===== src/rtl/spi_flash_burst_reader.sv =====
// SPI NOR flash burst reader: single (0x0B), dual I/O (0xBB) or quad I/O (0xEB) reads of len bytes,
// streamed over valid/ready with the flash clock gated off while the consumer applies back-pressure.
module spi_flash_burst_reader #(
  parameter int ADDR_W  = 24,
  parameter int LEN_W   = 9,
  parameter int DUMMY_S = 8,
  parameter int DUMMY_Q = 4,
  parameter int CS_IDLE = 2
) (
  input  logic              clk,
  input  logic              rst,
  input  logic              start,
  input  logic [1:0]        mode,
  input  logic [ADDR_W-1:0] addr,
  input  logic [LEN_W-1:0]  len,
  output logic              busy,
  output logic [7:0]        out_data,
  output logic              out_valid,
  input  logic              out_ready,
  output logic              done,
  output logic              cs,
  output logic              sck_en,
  output logic [3:0]        io_o,
  output logic [3:0]        io_oe,
  input  logic [3:0]        io_i
);

  localparam int PH_A   = (ADDR_W > DUMMY_S) ? ADDR_W : DUMMY_S;
  localparam int PH_B   = (PH_A > DUMMY_Q) ? PH_A : DUMMY_Q;
  localparam int PH_MAX = (PH_B > 8) ? PH_B : 8;
  localparam int CNT_W  = $clog2(PH_MAX);
  localparam int END_W  = (CS_IDLE > 1) ? $clog2(CS_IDLE) : 1;

  localparam logic [1:0] M_SINGLE = 2'd0;
  localparam logic [1:0] M_DUAL   = 2'd1;
  localparam logic [1:0] M_QUAD   = 2'd2;

  typedef enum logic [2:0] {
    S_IDLE, S_CMD, S_ADDR, S_MODE, S_DUMMY, S_DATA, S_STALL, S_END
  } state_t;

  state_t            state;
  logic [1:0]        mode_r;
  logic [7:0]        cmd_sh;
  logic [ADDR_W-1:0] addr_sh;
  logic [LEN_W-1:0]  bytes_left;
  logic [CNT_W-1:0]  cnt;
  logic [6:0]        rx;
  logic [END_W-1:0]  end_cnt;

  logic [7:0]        cmd_byte;
  logic [3:0]        addr_io;
  logic [ADDR_W-1:0] addr_next;
  logic [3:0]        wide_oe;
  logic [CNT_W-1:0]  addr_last;
  logic [CNT_W-1:0]  mode_last;
  logic [CNT_W-1:0]  dummy_last;
  logic [CNT_W-1:0]  data_last;
  logic [7:0]        rx_next;
  logic              has_dummy;

  always_comb begin
    case (mode)
      M_DUAL:  cmd_byte = 8'hBB;
      M_QUAD:  cmd_byte = 8'hEB;
      default: cmd_byte = 8'h0B;
    endcase
  end

  // Per-mode lane width: what goes on the pins, phase lengths and how received bits are packed
  always_comb begin
    addr_io    = {3'b111, addr_sh[ADDR_W-1]};
    addr_next  = addr_sh << 1;
    wide_oe    = 4'b0001;
    addr_last  = CNT_W'(ADDR_W - 1);
    mode_last  = '0;
    dummy_last = CNT_W'(DUMMY_S - 1);
    has_dummy  = (DUMMY_S > 0);
    data_last  = CNT_W'(7);
    rx_next    = {rx[6:0], io_i[1]};
    case (mode_r)
      M_DUAL: begin
        addr_io   = {2'b11, addr_sh[ADDR_W-1 -: 2]};
        addr_next = addr_sh << 2;
        wide_oe   = 4'b0011;
        addr_last = CNT_W'(ADDR_W / 2 - 1);
        mode_last = CNT_W'(3);
        has_dummy = 1'b0;
        data_last = CNT_W'(3);
        rx_next   = {rx[5:0], io_i[1:0]};
      end
      M_QUAD: begin
        addr_io    = addr_sh[ADDR_W-1 -: 4];
        addr_next  = addr_sh << 4;
        wide_oe    = 4'b1111;
        addr_last  = CNT_W'(ADDR_W / 4 - 1);
        mode_last  = CNT_W'(1);
        dummy_last = CNT_W'(DUMMY_Q - 1);
        has_dummy  = (DUMMY_Q > 0);
        data_last  = CNT_W'(1);
        rx_next    = {rx[3:0], io_i};
      end
      default: ;
    endcase
  end

  // All pin and stream outputs are registered; each state decides what the next flash clock carries
  always_ff @(posedge clk) begin
    if (rst) begin
      state      <= S_IDLE;
      cs         <= 1'b1;
      sck_en     <= 1'b0;
      io_oe      <= 4'b0000;
      io_o       <= 4'hF;
      busy       <= 1'b0;
      out_data   <= 8'h00;
      out_valid  <= 1'b0;
      done       <= 1'b0;
      mode_r     <= M_SINGLE;
      cmd_sh     <= 8'h00;
      addr_sh    <= '0;
      bytes_left <= '0;
      cnt        <= '0;
      rx         <= '0;
      end_cnt    <= '0;
    end else begin
      done <= 1'b0;
      if (out_valid && out_ready)
        out_valid <= 1'b0;
      case (state)
        S_IDLE: begin
          busy <= 1'b0;
          if (start && !busy) begin
            busy       <= 1'b1;
            mode_r     <= (mode == 2'd3) ? M_SINGLE : mode;
            addr_sh    <= addr;
            bytes_left <= len;
            cnt        <= '0;
            if (len == '0) begin
              done <= 1'b1;
            end else begin
              state  <= S_CMD;
              cs     <= 1'b0;
              sck_en <= 1'b1;
              io_oe  <= 4'b0001;
              io_o   <= {3'b111, cmd_byte[7]};
              cmd_sh <= {cmd_byte[6:0], 1'b0};
            end
          end
        end
        S_CMD: begin
          if (cnt == CNT_W'(7)) begin
            state   <= S_ADDR;
            cnt     <= '0;
            io_oe   <= wide_oe;
            io_o    <= addr_io;
            addr_sh <= addr_next;
          end else begin
            cnt    <= cnt + 1'b1;
            io_o   <= {3'b111, cmd_sh[7]};
            cmd_sh <= {cmd_sh[6:0], 1'b0};
          end
        end
        S_ADDR: begin
          cnt     <= cnt + 1'b1;
          io_o    <= addr_io;
          addr_sh <= addr_next;
          if (cnt == addr_last) begin
            cnt  <= '0;
            io_o <= 4'hF;
            if (mode_r != M_SINGLE) begin
              state <= S_MODE;
            end else begin
              io_oe <= 4'b0000;
              state <= has_dummy ? S_DUMMY : S_DATA;
            end
          end
        end
        S_MODE: begin
          cnt <= cnt + 1'b1;
          if (cnt == mode_last) begin
            cnt   <= '0;
            io_oe <= 4'b0000;
            state <= has_dummy ? S_DUMMY : S_DATA;
          end
        end
        S_DUMMY: begin
          cnt <= cnt + 1'b1;
          if (cnt == dummy_last) begin
            cnt   <= '0;
            state <= S_DATA;
          end
        end
        S_DATA: begin
          rx  <= rx_next[6:0];
          cnt <= cnt + 1'b1;
          if (cnt == data_last) begin
            cnt        <= '0;
            out_data   <= rx_next;
            out_valid  <= 1'b1;
            bytes_left <= bytes_left - 1'b1;
            if (bytes_left == LEN_W'(1)) begin
              state   <= S_END;
              cs      <= 1'b1;
              sck_en  <= 1'b0;
              end_cnt <= '0;
            end
          end else if (cnt == data_last - 1'b1 && out_valid && !out_ready) begin
            // Freeze just before the final clock of a byte so the pending byte is never overwritten
            state  <= S_STALL;
            sck_en <= 1'b0;
          end
        end
        S_STALL: begin
          if (out_ready) begin
            state  <= S_DATA;
            sck_en <= 1'b1;
          end
        end
        S_END: begin
          if (end_cnt == END_W'(CS_IDLE - 1) && (!out_valid || out_ready)) begin
            state <= S_IDLE;
            busy  <= 1'b0;
            done  <= 1'b1;
          end else if (end_cnt != END_W'(CS_IDLE - 1)) begin
            end_cnt <= end_cnt + 1'b1;
          end
        end
        default: state <= S_IDLE;
      endcase
    end
  end

endmodule


===== config.mk =====
export PLATFORM = sky130hd
export DESIGN_NAME = spi_flash_burst_reader
export DESIGN_NICKNAME = d
export VERILOG_FILES = /design/src/rtl/spi_flash_burst_reader.sv
export SDC_FILE = /design/constraint.sdc
export NUM_CORES = 1
export LEC_CHECK = 0
export ABC_AREA = 1
export ABC_CLOCK_PERIOD_IN_PS = 2810
export CAP_MARGIN = 20
export CORE_ASPECT_RATIO = 0.8
export CORE_UTILIZATION = 56
export DETAILED_ROUTE_END_ITERATION = 16
export DONT_BUFFER_PORTS = 1
export GPL_TIMING_DRIVEN = 0
export PLACE_DENSITY = 0.71
export SLEW_MARGIN = 20
export SYNTH_ARGS = -nofsm -noshare
export SYNTH_HDL_FRONTEND = slang
export SYNTH_SLANG_ARGS = --single-unit

===== constraint.sdc =====
create_clock -name clk -period 2.81 [get_ports clk]
set_input_delay 0.1405 -clock clk [delete_from_list [all_inputs] [get_ports clk]]
set_output_delay 0.1405 -clock clk [all_outputs]
set_load 0.05 [all_outputs]

### Word level (Yosys, flattened, before mapping)

Cells that the tools add are included.
W data, S select, Z words.

* flip-flop bits (word level): 80
* logic and storage cells: 166
* bits of input ports: 43
* output and inout bits: 21

* reduce and logical (&&, ||, !) cells: 33
* muxes and demuxes: 79
* equal/unequal tests: 34
* add/subtract/negate cells: 4

Operator list (count)
* $pmux W24 S3: 1
* $mux W24: 2
* $pmux W24 S2: 1
* $pmux W8 S2: 3
* $mux W4: 10
* $mux W3: 13
* $mux W5: 6
* $pmux W5 S6: 1
* $ne A2 B2 Y1 const B: 13
* $eq A5 B5 Y1: 5
* $mux W8: 3
* $pmux W3 S8: 1
* $mux W1: 22
* $mux W9: 2
* $pmux W9 S2: 1
* $pmux W4 S2: 2
* $pmux W4 S4: 1
* $eq A3 B3 Y1 const B: 4
* $pmux W4 S3: 1
* $pmux W5 S2: 1
* $reduce_and A10 Y1: 1
* $reduce_bool A2 Y1: 5
* $eq A9 B1 Y1 const B: 1
* $logic_not A9 Y1: 1
* other kinds (28): 49

### Longest topological paths before layout

Gate-level depths: netlist (run 1).

* word-level depth: 9
* mapped depth: 14
* gate-level depth less buffers: 14

### Least setup slack after synthesis (run 1)

OpenSTA, ideal clock, no wires.

* path kind: register to register
* from: reg mode_r[0]
* to: reg state[0]
* period minus slack after synthesis: 1798 ps
* slack: 1012 ps
* data arrival time: 1685 ps
* path buffers: 1
* cell stages (with the launch flop): 14
* library setup time: 113 ps
* required time: 2697 ps
* cells stage by stage: dfxtp_1 > inv_1 > ha_1 > buf_2 > inv_1 > nand2_1 > nand2_1 > nand3_1 > nand2_1 > nand2_1 > nor2_1 > nand3_2 > nor2_1 > nor2_1

* longest elaborated chain between the ends: 8
* elaborated cells between the ends (all ways): 27
* classes of those cells: 1 x add/sub; 12 x eq/ne; 10 x mux; 4 x reduce/logical

Ends and longest elaborated chain
* start, declared: RTL line 43 `logic [1:0] mode_r;`
* start signal, assigned: RTL line 135 `mode_r <= (mode == 2'd3) ? M_SINGLE : mode;`
* $eq A2 B2 Y1 / $eq A2 B1 Y1 (equally long branches): RTL line 81 `case (mode_r)`
* $pmux W3 S2: RTL line 81
* $sub A5 B1 Y5: RTL line 208 `end else if (cnt == data_last - 1'b1 && out_valid && !out_ready) begin`
* $eq A5 B5 Y1: RTL line 208
* $logic_and A1 B1 Y1 (2 in a row): RTL line 208
* $ne A3 B3 Y1 (no line)
* $reduce_and A10 Y1 (no line)
* end signal, assigned: RTL line 175 `state <= has_dummy ? S_DUMMY : S_DATA;`
* end signal, assigned: RTL line 184 `state <= has_dummy ? S_DUMMY : S_DATA;`
* end, declared: RTL line 42 `state_t state;`

Parallel ways exist; a longest one is shown, timed or not. The select of a mux whose other input is x is not followed.
A chain may end at the register's enable or synchronous reset.

### Final worst setup path (run 1)

* from: reg mode_r[1]
* to: reg out_data[5]

* longest elaborated chain between the ends: 4
* elaborated cells between the ends (all ways): 6
* classes of those cells: 3 x eq/ne; 2 x mux; 1 x reduce/logical

Ends and longest elaborated chain
* $eq A2 B2 Y1 / $eq A2 B1 Y1 (equally long branches): RTL line 81
* $pmux W3 S2: RTL line 81
* $eq A5 B5 Y1: RTL line 197 `if (cnt == data_last) begin`
* $reduce_and A2 Y1 (no line)
* end signal, assigned: RTL line 199 `out_data <= rx_next;`
* end, declared: RTL line 17 `output logic [7:0] out_data,`

Parallel ways exist; a longest one is shown, timed or not.

==> impl_results.md, run 1 <==
- Status: complete, no violations
- Ys flop type: dfxtp_1
- MaxCap Viol Count: 0
- DIE WIDTH: 102 µm
- Layout Nets: 761
- Yosys warning count: 0
- RD Place Congestion: 0.971
- Vias in the first global route: 4371
- Max-slew violations: 0
- Finished Core Util: 0.676
- CTS buffer count: 9
- Worst-margin pin slew: 611 ps
- Detail Placement HPWL: 9390 µm
- Top area cells in the synthesized netlist: dfxtp_1, nand2_1, o21ai_0
- Grt ovf: 0
- P&R area growth vs syn: 14.7%
- Mapped Cells: 668
- First-pass GRT wire length: 20900 µm
- Row count: 28
- Worst setup EP type: flip-flop
- IR drop worst, VDD: 0.490 mV
- Worst stage delay on the critical path: 440 ps
- Count of hold-fix buffers inserted at cts: 30
- Worst slew margin: 0.593
- Fmax: 427 MHz
- Final Skew: 8.10 ps
- RSZ-0062 raised after global routing: no
- CTS tree: yes
- Core ar.: 7530 µm²
- CP dominant cell by count: inv_1
- Slowest CP cell: clkbuf_1
- Post-route ant nets: 0
- N_diodes: 0
- Drt pass-1 iters: 5
- Chip Height: 81.6 µm
- Io pins: 64
- Post-Synth Simple-Gate Area: 0.252
- Layout cells sized above 1: 0.0756
- Crit path required time: 3120 ps
- Top-area cell type share of the netlist area: 0.352
- Die ar.: 8290 µm²
- Yosys top cell by area: dfxtp_1
- Post-Syn Nets: 720
- CP Cell Sequence: inv_1 > ha_1 > buf_2 > inv_1 > clkbuf_1 > o21ai_0 > a21oi_1 > o22ai_1 > inv_1
- Clock latency on the worst-skew pair: 360 ps
- Mapped cell area: 4440 µm²
- Final Hold Violating Endpoints: 0
- Synth Area in XOR/XNOR: 0.00789
- CP startpoint kind: flip-flop
- Minimum hold slack: 19.3 ps
- Pleak: 2.09 nW
- Routed wire length per instance: 15.9 µm
- Post-synth EDFFs: 0
- Port Buf Inserts: 0
- Vias per Instance: 5.87
- Setup bufs post-CTS: 0
- Most frequent cell after synthesis: nand2_1
- Flops & latches, synth: 78
- Final critical-path share of the clock period: 0.834
- Via count: 4806
- Pwr dens: 1080 nW/µm²
- Max H-tree Level: 3
- PostCTS Resize Cnt: 0
- Initial Utilization: 0.589
- GRT Total Usage: 0.330
- Final Critical Period: 2340 ps
- Iter 0 DRT Violations: 310
- Avg Inst Size Synth: 6.64 µm²
- CP max FO: 10
- DRT Wirelength: 13000 µm
- Largest family of logic cells by synthesized area: compound AO/OA/AOI/OAI gates
- TNS Setup: 0 ps
- Multiplexer share of the synthesized area: 0
- Crit path kind: reg2reg
- CP arrival: 2660 ps
- Setup violations, final: 0
- Adder-cell share of the synthesized area: 0.0254
- Cell variety after synth: 39
- Clk slew on worst S/H paths: 90 ps
- Residual DRC: 0
- Clk buf depth: 2
- Synth top cells by count: nand2_1, dfxtp_1, inv_1, o21ai_0, nor2_1
- Asr flop ratio synth: 0
- Pin count of the biggest net entering global routing: 14
- Clock sinks: 78
- Register area share after synthesis: 0.352
- Hold Crit Class: in2reg
- Initial antenna violation count: 0
- Final Total Pwr: 0.00552 W
- Compound-cell area share of the yosys netlist: 0.260
- Clock root buffer master: clkbuf_8
path summary, 6_finish.rpt:
kind	endpoint	start	slack, ps	cells past startpoint
worst max-delay path	out_data[5]$_SDFFE_PP0P_	mode_r[1]$_SDFFE_PP0P_	470	9
worst min-delay path	done$_SDFF_PP0_	len[8]	20	3
worst max register to register	out_data[5]$_SDFFE_PP0P_	mode_r[1]$_SDFFE_PP0P_	470	9
worst min register to register	cmd_sh[1]$_SDFFE_PP0P_	cmd_sh[1]$_SDFFE_PP0P_	470	2
layout by cell type (no fill, tap or decap), types with 10 or more instances in the layout:
cell type      count
nand3_1           31
o21ai_1           13
clkbuf_1          21
a21oi_1           44
clkbuf_8          10
buf_2             10
o21ai_0           61
inv_1             61
nand2_1          153
dfxtp_1           78
nor2_1            58
a31oi_1           28
o22ai_1           20
o211ai_1          14
dlygate4sd3_1     30
sequential cells by signal, indices dropped and copies added (netlist names):
name        flops
addr_sh        24
sck_en          1
busy            1
cmd_sh          7
cs              1
out_data        8
rx              7
io_o            4
out_valid       1
cnt             5
state           3
mode_r          2
done            1
end_cnt         1
io_oe           3
bytes_left      9
layer usage:
metal / vias up / part of all wire / global-route usage
met1: 2206 / 0.46 / 0.450
met5: - / 0 / 0
met3: 18 / 0.11 / 0.100
met2: 239 / 0.42 / 0.500
li1: 2343 / - / -
met4: 0 / 0.012 / 0.0942
report_power, final:
part / switching (W) / total [W] / leakage, nW / internal (W)
Sequential: 0.000443 / 0.00188 / 0.641 / 0.00144
Combinational: 0.00183 / 0.00268 / 1.34 / 0.000851
Clock: 0.000432 / 0.000954 / 0.108 / 0.000521
final cells by class:
class / instances / area, µm²
inverter: 73 / 274
buffer: 38 / 185
tap: 105 / 131
timing repair buffer: 30 / 300
multi-input combinational: 479 / 2420
sequential: 78 / 1560
clock buffer: 10 / 138
clock inverter: 6 / 85.1
fill: 694 / 2440
kinds of logic (layout without fill, tap and decap cells):
kind of cell,Yosys count,after routing
flops,78,78
buf+inv,111,157
simple gates,267,267
compound gates,199,199
fa+ha+maj,9,9
xor+xnor,4,4
critical path: cells and delay by family, from the launching register on:
| family | cells | cell delay (ps) |
|---|---|---|
| adders and majority gates | 1 | 310 |
| AOI/OAI and AO/OA | 3 | 550 |
| DFF | 1 | 390 |
| buffers and inverters | 5 | 1040 |
through the flow:
step / worst slack, ps / cells / cell area [µm²]
after floorplan: 1010 / 668 / 4440
after detailed placement: 593 / 773 / 4570
after global routing: 315 / 819 / 5090
final: 467 / 819 / 5090
after global placement: 652 / 773 / 4570
after CTS: 550 / 819 / 5090
(Power assumes the default switching activity.)
==> run 2: changes to the inputs <==
--- a/config.mk
+++ b/config.mk
@@ -5,15 +5,15 @@
 export SDC_FILE = /design/constraint.sdc
 export NUM_CORES = 1
 export LEC_CHECK = 0
-export ABC_AREA = 1
-export ABC_CLOCK_PERIOD_IN_PS = 2810
+export ABC_AREA = 0
+export ABC_CLOCK_PERIOD_IN_PS = 2000
 export CAP_MARGIN = 20
 export CORE_ASPECT_RATIO = 0.8
 export CORE_UTILIZATION = 56
 export DETAILED_ROUTE_END_ITERATION = 16
 export DONT_BUFFER_PORTS = 1
 export GPL_TIMING_DRIVEN = 0
-export PLACE_DENSITY = 0.71
+export PLACE_DENSITY = 0.74
 export SLEW_MARGIN = 20
 export SYNTH_ARGS = -nofsm -noshare
 export SYNTH_HDL_FRONTEND = slang
==> constraint.sdc (replaced) <==
create_clock -name clk -period 2 [get_ports clk]
set_input_delay 0.1 -clock clk [delete_from_list [all_inputs] [get_ports clk]]
set_output_delay 0.1 -clock clk [all_outputs]
set_load 0.05 [all_outputs]
==> run 2 against run 1 <==
Compared with the run above: global-route usage increased by 1.1 points; worst setup slack got worse by 540 ps; largest power group unchanged; clock skew increased by 2.4 ps; the run now ends with negative hold slack, negative setup slack left; critical path type unchanged; die area increased by 4.5%; combinational power increased by 75%; count of clock-buffer cells in the layout increased by 1; synthesized cell count decreased by 12%; first-iteration DRC count increased by 80%; synthesized area increased by 4.7%.
==> impl_results.md, run 2 <==
- Top area cells in the synthesized netlist: dfxtp_1, a21oi_1, nor2_1
- Clk slew on worst S/H paths: 90 ps
- Layout cells sized above 1: 0.268
- Mapped Cells: 590
- Max layer used: met4
- Commonest non-fill, non-tap cells in the layout: nor2_1, dfxtp_1, a21oi_1
- Dpl ws: -443 ps
- GRT Total Usage: 0.340
- Setup violations, final: 13
- Crit path required time: 2220 ps
- Drt pass-1 iters: 7
- RD Place Congestion: 1.02
- Yosys top cell by area: dfxtp_1
- Commonest non-fill, non-tap cell in the layout: nor2_1
- Most frequent cell after synthesis: nor2_1
- Core ar.: 7980 µm²
- Max-slew violations: 0
- Flops & latches, synth: 78
- Yosys warning count: 0
- Final worst setup slack: -71.3 ps
- Regs by FF count: addr_sh: 24 flops, bytes_left: 9 flops, out_data: 8 flops
- Post-route ant nets: 0
- Iter 0 DRT Violations: 557
- Pwr dens: 1460 nW/µm²
- Asr flop ratio synth: 0
- MaxCap Viol Count: 0
- Largest Register: addr_sh
- RSZ-0062 raised after global routing: yes
- Top-area cell type share of the netlist area: 0.336
- Die ar.: 8660 µm²
- Vias in the first global route: 4552
- Final Total Pwr: 0.00876 W
- Worst setup EP type: flip-flop
- Routed wire length per instance: 20.7 µm
- Reg2Reg Setup Slack: -70 ps
- Initial antenna violation count: 0
- Register area share after synthesis: 0.336
- Via count: 5047
- Final Critical Period: 2070 ps
- DRT Wirelength: 15800 µm
- CTS tree: yes
- Chip Height: 83.5 µm
- CP startpoint kind: flip-flop
- Row count: 29
- Clk buf depth: 2
- Status: complete, but fails checks
- Non-Filler Instances: 761
- Dpl cells: 698
- Residual DRC: 0
- Hold Crit Class: in2reg
- Filler instances: 571
- Vias per Instance: 6.63
- Clock root buffer master: clkbuf_8
- Io pins: 64
- N_diodes: 0
- Pin count of the biggest net entering global routing: 14
- Avg Inst Size Synth: 7.87 µm²
- Post-synth EDFFs: 0
- Detail Placement HPWL: 10100 µm
- Failing checks: negative hold slack, negative setup slack
- Ys flop type: dfxtp_1
- Crit path kind: reg2reg
- WL met2: 7070 µm
- Minimum hold slack: -0.369 ps
- Max reg flops: 24
- P&R area growth vs syn: 29.2%
- Clock sinks: 78
- Grt ovf: 0
- CP max FO: 8
- Met3 WL: 1890 µm
- Post-Syn Nets: 642
- Max H-tree Level: 3
- Finished Core Util: 0.752
- Metal1 wirelength: 6480 µm
- Final Skew: 10.5 ps
- Initial Utilization: 0.582
- Port Buf Inserts: 0
- Synth top cells by count: nor2_1, dfxtp_1, a21oi_1
- Final Hold Violating Endpoints: 1
- Worst-margin pin slew: 803 ps
- Worst slew margin: 0.465
- CTS buffer count: 9
- Pleak: 2.23 nW
- Mapped cell area: 4640 µm²
- DIE WIDTH: 104 µm
- IR drop worst, VDD: 0.857 mV
- Fmax: 483 MHz
- CP arrival: 2290 ps
- Clock latency on the worst-skew pair: 370 ps
- First-pass GRT wire length: 23600 µm
- Final critical-path share of the clock period: 1.04
- Cell variety after synth: 64
- Layout Nets: 700
==> run 2: changes by cell type after synthesis, moves of 20 or more <==
cell     before  now
a21oi_1      44   71
a22oi_1       0   27
a31oi_1      28    3
inv_1        61   15
mux2i_1       0   24
nand2_1     153   52
nor2_1       58   87
o21ai_0      61   21
o22ai_1      20    0
==> run 2: critical path, cell delays in order (launching register included) <==
cell and delay, ps:
dfxtp_4 390, ha_4 160, nand2_4 60, or3_4 380, a221oi_4 400, buf_6 240, buf_6 140, buf_16 110
a211oi_2 50
==> run 2: repair_timing <==
item                                    in CTS  in global routing
hold buffers                                11                  0
gates resized for setup                     64                 90
endpoints found under the setup margin      71                 62
pin swaps                                   15                 31
endpoints found under the hold margin       11                  0
buffers inserted                            18                 23
cloned                                       2                  2
==> run 2: cell type report <==
| type | count | area, µm² | share of cell area |
|---|---|---|---|
| Timing Repair Buffer | 56 | 578 | 0.0963 |
| Clock inverter | 5 | 106 | 0.0177 |
| Multi-Input combinational cell | 450 | 3190 | 0.532 |
| Inverter | 15 | 58.8 | 0.00980 |
| Buffer | 38 | 218 | 0.0363 |
| Clock buffer | 11 | 131 | 0.0219 |
| Tap cell | 108 | 135 | 0.0225 |
| Sequential cell | 78 | 1580 | 0.264 |
==> run 2: kinds of logic (layout without fill, tap and decap cells) <==
kind of cell	Yosys count	after routing	synth area share
AO/OA/AOI/OAI	202	202	0.312
XOR/XNOR	7	7	0.0132
adder cells (fa/ha/maj)	9	9	0.0242
buffers and inverters	62	125	0.0582
flip-flops	78	78	0.336
multiplexers	25	25	0.0541
AND/OR/NAND/NOR	207	207	0.202
==> run 2: worst paths after layout <==
check,end,cells past startpoint,from
worst max-delay path,addr_sh[13]$_SDFFE_PP0P_,8,cnt[0]$_SDFFE_PP0P_
worst min-delay path,addr_sh[4]$_SDFFE_PP0P_,2,addr[4]
worst max register to register,addr_sh[13]$_SDFFE_PP0P_,8,cnt[0]$_SDFFE_PP0P_
worst min register to register,rx[6]$_SDFFE_PP0P_,2,rx[6]$_SDFFE_PP0P_
==> run 2: stage by stage <==
| step | cell area (µm²) | TNS (ps) |
|---|---|---|
| floorplan | 4680 | 0 |
| global placement | 4820 | -12930 |
| detailed placement | 4820 | -15670 |
| CTS | 5530 | -358 |
| global route | 6000 | -2150 |
| finish | 6000 | -560 |
==> run 2: where the power goes <==
group / total, W / internal [W] / leakage, nW / switching [W]
registers: 0.00261 / 0.00199 / 0.644 / 0.000625
logic: 0.00468 / 0.00210 / 1.47 / 0.00259
clock network: 0.00146 / 0.000835 / 0.114 / 0.000629
==> run 2: routing by layer <==
metal,vias up,track usage
met4,0,0.108
met2,356,0.514
met3,35,0.0671
met1,2383,0.487
li1,2273,-
met5,-,0
